### src/rtl/rvfi_packer.sv
// RVFI producer: compacts per-lane commit events into ordered rvfi_instr_t records,
// appends an exception trap record after the last commit, and registers everything.
package riscv;
    localparam int unsigned XLEN = 64;
    localparam int unsigned VLEN = 64;
endpackage

package rvfi_pkg;
    typedef struct packed {
        logic                     valid;
        logic [63:0]              order;
        logic [31:0]              insn;
        logic                     trap;
        logic [1:0]               mode;
        logic [4:0]               rd_addr;
        logic [riscv::XLEN-1:0]   rd_wdata;
        logic [riscv::VLEN-1:0]   pc_rdata;
    } rvfi_instr_t;
endpackage

module rvfi_packer #(
    parameter int unsigned NR_COMMIT_PORTS = 2,
    parameter int unsigned XLEN            = riscv::XLEN,
    parameter int unsigned VLEN            = riscv::VLEN
) (
    input  logic                                         clk_i,
    input  logic                                         rst_i,
    input  logic [NR_COMMIT_PORTS-1:0]                   commit_valid_i,
    input  logic [NR_COMMIT_PORTS-1:0][VLEN-1:0]         commit_pc_i,
    input  logic [NR_COMMIT_PORTS-1:0][31:0]             commit_insn_i,
    input  logic [NR_COMMIT_PORTS-1:0][4:0]              commit_rd_i,
    input  logic [NR_COMMIT_PORTS-1:0][XLEN-1:0]         commit_wdata_i,
    input  logic                                         ex_valid_i,
    input  logic [VLEN-1:0]                              ex_pc_i,
    input  logic [31:0]                                  ex_insn_i,
    input  logic [1:0]                                   priv_lvl_i,
    output rvfi_pkg::rvfi_instr_t [NR_COMMIT_PORTS-1:0]  rvfi_o,
    output logic [63:0]                                  instret_o,
    output logic                                         overflow_o
);
    localparam int unsigned CW = $clog2(NR_COMMIT_PORTS + 1);
    localparam int unsigned LW = (NR_COMMIT_PORTS > 1) ? $clog2(NR_COMMIT_PORTS) : 1;

    rvfi_pkg::rvfi_instr_t [NR_COMMIT_PORTS-1:0] rvfi_d, rvfi_q;
    logic [63:0]   instret_q;
    logic          overflow_q;
    logic [CW-1:0] k;
    logic          trap_drop;

    // k doubles as the next free output lane while walking the input lanes.
    always_comb begin
        rvfi_d    = '0;
        k         = '0;
        trap_drop = 1'b0;
        for (int i = 0; i < NR_COMMIT_PORTS; i++) begin
            if (commit_valid_i[i]) begin
                rvfi_d[k[LW-1:0]].valid    = 1'b1;
                rvfi_d[k[LW-1:0]].order    = instret_q + 64'(k);
                rvfi_d[k[LW-1:0]].insn     = commit_insn_i[i];
                rvfi_d[k[LW-1:0]].mode     = priv_lvl_i;
                rvfi_d[k[LW-1:0]].rd_addr  = commit_rd_i[i];
                rvfi_d[k[LW-1:0]].rd_wdata = (commit_rd_i[i] == 5'd0) ? '0 : riscv::XLEN'(commit_wdata_i[i]);
                rvfi_d[k[LW-1:0]].pc_rdata = riscv::VLEN'(commit_pc_i[i]);
                k = k + CW'(1);
            end
        end
        if (ex_valid_i) begin
            if (k < CW'(NR_COMMIT_PORTS)) begin
                rvfi_d[k[LW-1:0]].trap     = 1'b1;
                rvfi_d[k[LW-1:0]].order    = instret_q + 64'(k);
                rvfi_d[k[LW-1:0]].insn     = ex_insn_i;
                rvfi_d[k[LW-1:0]].mode     = priv_lvl_i;
                rvfi_d[k[LW-1:0]].pc_rdata = riscv::VLEN'(ex_pc_i);
            end else begin
                trap_drop = 1'b1;
            end
        end
    end

    always_ff @(posedge clk_i) begin
        if (rst_i) begin
            rvfi_q     <= '0;
            instret_q  <= '0;
            overflow_q <= 1'b0;
        end else begin
            rvfi_q     <= rvfi_d;
            instret_q  <= instret_q + 64'(k);
            overflow_q <= overflow_q | trap_drop;
        end
    end

`ifndef SYNTHESIS
    // A trap with every lane retiring has nowhere to go; flag it loudly in simulation.
    always_ff @(posedge clk_i) begin
        if (!rst_i) begin
            assert (!trap_drop)
            else $warning("rvfi_packer: trap record dropped, all commit lanes busy");
        end
    end
`endif

    assign rvfi_o     = rvfi_q;
    assign instret_o  = instret_q;
    assign overflow_o = overflow_q;
endmodule

### config.mk
export PLATFORM = sky130hd
export DESIGN_NAME = rvfi_packer
export DESIGN_NICKNAME = d
export VERILOG_FILES = /design/src/rtl/rvfi_packer.sv
export SDC_FILE = /design/constraint.sdc
export NUM_CORES = 1
export LEC_CHECK = 0
export BUFFER_PORTS_ARGS = -buffer_cell sky130_fd_sc_hd__clkbuf_2
export CAP_MARGIN = 20
export CORE_AREA = 2 2 371 373
export DETAILED_ROUTE_END_ITERATION = 6
export DIE_AREA = 0 0 373 375
export SLEW_MARGIN = 20
export SYNTH_ARGS = -nofsm -noshare
export SYNTH_HDL_FRONTEND = slang
export SYNTH_SLANG_ARGS = --single-unit
### constraint.sdc
create_clock -name clk_i -period 3.5 [get_ports clk_i]
set_input_delay 0.35 -clock clk_i [delete_from_list [all_inputs] [get_ports clk_i]]
set_output_delay 0.35 -clock clk_i [all_outputs]
set_load 0.01 [all_outputs]
==> run summary <==
Status: finished, final reports clean
Vias in the first global route: 25900
Total number of vias: 27100
WP data required: 4090 ps
Leak: 15.8 nW
Worst slew pin tran: 1180 ps
Kind of critical path: register to register
Hold Path Class: input pin to register
Detailed Route WL: 152000 µm
ANT nets after route: 0
Gate power share: 14.8%
Cell area after layout: 36500 µm²
Internal: 0.0118 W
Die Height: 375 µm
Switching pwr: 0.00475 W
Final TNS setup: 0 ps
Clk sinks: 531
Wire length on met3: 14300 µm
Via-to-Cell Ratio: 4.78
Initial antenna violation count: 21
Syn_area_per_cell: 9.15 µm²
Top sig layer: met5
Placement row count: 136
DP Wirelength: 116000 µm
M1 wire length: 61500 µm
Clk_skew: 39.5 ps
Worst EP arrival: 3800 ps
Crit. End Element: register
Synthesized flop and latch total: 531
Placement Cell Area: 30000 µm²
Switch share: 28.6%
Width of the die: 373 µm
Tmin final: 3210 ps
Number of H-tree levels: 3
Placement Setup Slack: 143 ps
Area growth syn-to-layout: 66.7%
DR WL/cell: 26.8 µm
Clock Tree Root: clkbuf_16
Post-synth ARST share: 0%
Total global routing overflow: 0
Max Freq: 0.312 GHz
Routability cong.: 0.956
Tot GR Track Use: 20.7%
Core box area: 136000 µm²
Ys flop type: dfxtp_1
Pre-antenna DRT Iters: 6
Startpoint Class: register
Layout cells sized above 1: 35.0%
Nets: 4260
Hold Violations, Final: 0
# DRC: 0
Most common cell after layout, fill and taps aside: clkbuf_2
YS warnings: 0
Synth unique cells: 76
Top post-synthesis cells by area: dfxtp_1, a221oi_1, nor2_1
Num CTS Buffers: 68
Sequential Power Share: 39.0%
Cell taking the most area after synthesis: dfxtp_1
First-pass GRT wire length: 206000 µm
Worst-path clk slew: 60 ps
TritonCTS clock tree: yes
Synth Instances: 2395
Share of the synthesized area in the top cell type: 48.5%
Unrepaired setup endpoints after global routing: no
DR WL met2: 68300 µm
Max-Cap Viols: 0
I/O pins: 964
Syn_nets: 2836
Mapped cell area: 21900 µm²
Clock power frac: 46.2%
CP Max Fanout: 12
Post-synthesis sequential area ratio: 48.5%
Die area: 140000 µm²
Drt initial violations: 2759
Max VDD drop: 328 µV
Fin. max-slew vios: 0
P per Cell Area: 454 nW/µm²
Worst setup margin: 292 ps
Initial Util: 16.1%
Largest net degree at the start of global routing: 136
# Post-CTS Setup Buffers: 0
Setup violations, final: 0
Slew margin rel.: 21.3%
PortBufs: 963
Max Root-Sink Buffers: 3
Clk_lat worst skew: 670 ps
EDFF count, synth: 0
Power, Total: 0.0166 W
Commonest cells after routing, fill and taps aside: clkbuf_2, dfxtp_1, dlygate4sd3_1
Period utilization: 91.7%
-- power groups by stage --
stage	combinational, W	sequential, W	clock (W)
5_1_grt	0.00257	0.00648	0.00808
3_5_place_dp	0.00199	0.00660	0
6_report	0.00246	0.00647	0.00766
2_1_floorplan	0.000662	0.00665	0
4_1_cts	0.00241	0.00647	0.00787
3_3_place_gp	0.00200	0.00660	0
-- timing repair --
| item | in CTS | in global routing |
|---|---|---|
| hold buffers | 412 | 0 |
| resized for setup | 0 | 0 |
| endpoints found under the hold margin | 305 | 0 |
-- cell type report --
class,count,area (µm²)
repair buffers,1595,10900
flip-flops and latches,531,10600
inverters,10,40.0
clock buffers,83,1870
fillers,14500,99800
diodes,10,25.0
well taps,1794,2240
multi-input cells,1613,10300
clock inverters,40,526
-- flip-flops by register name, summed over array words and instances, names as in the netlist --
signal / flops
rvfi_o: 466
instret_o: 64
overflow_o: 1
-- synthesized netlist by cell type, types with 11 or more instances --
cell and count:
a22oi_1 75, buf_2 36, nor2_1 331, buf_1 22, a31oi_1 26, o21a_1 11, or4_1 15, a211oi_1 35
clkbuf_1 177, nand3_1 57, a22o_1 97, and2_1 81, o22ai_1 15, nor4_1 28, o21ai_0 35, nand2b_1 11
a21oi_1 66, nand4_1 58, xnor2_1 51, o211ai_1 16, or3_1 15, nor3_1 141, a221oi_1 153, dfxtp_1 531
xor2_1 43, nand2_1 93, and3_1 15, and4_1 14
-- worst max-delay path, stage by stage, from the launching register on --
cell and delay (ps):
dfxtp_1 720, ha_1 400, nand3_1 140, buf_4 200, nor4_4 310, buf_4 250, nand3_1 80, buf_4 220
or4_1 480, a21oi_1 160, o31a_1 160
-- stage by stage --
stage               hold slack, ps  std cells  utilization, %
global route                  23.5       5669            26.8
detailed placement             476       5130            22.0
global placement               458       5130            22.0
finish                        68.5       5676            26.8
floorplan                      472       2395               -
CTS                           2.00       5665            26.8
-- per-layer routing --
layer  GRT usage (%)  vias to the layer above
met5               0                        -
li1                -                    11700
met3            5.56                      362
met4            10.3                       10
met1            26.0                    13200
met2            32.5                     1834
-- logic make-up after synthesis --
family                     after synthesis  synth area share (%)
buffers and inverters                  251                  4.62
and+or+nand+nor                        906                  21.1
adders and majority gates                8                 0.457
xor gates and xnor gates                94                  3.76
muxes                                   20                 0.971
DFF                                    531                  48.5
AOI/OAI and AO/OA                      585                  20.5
-- path summary, 6_finish.rpt --
kind                       start           to  slack (ps)  cells past startpoint
max                 instret_o[1]  rvfi_o[214]         290                     10
min          commit_wdata_i[122]  rvfi_o[355]          70                      2
max reg2reg         instret_o[1]  rvfi_o[214]         290                     10
min reg2reg           overflow_o   overflow_o         500                      2
Note: power is estimated with default switching activity, not from simulation.
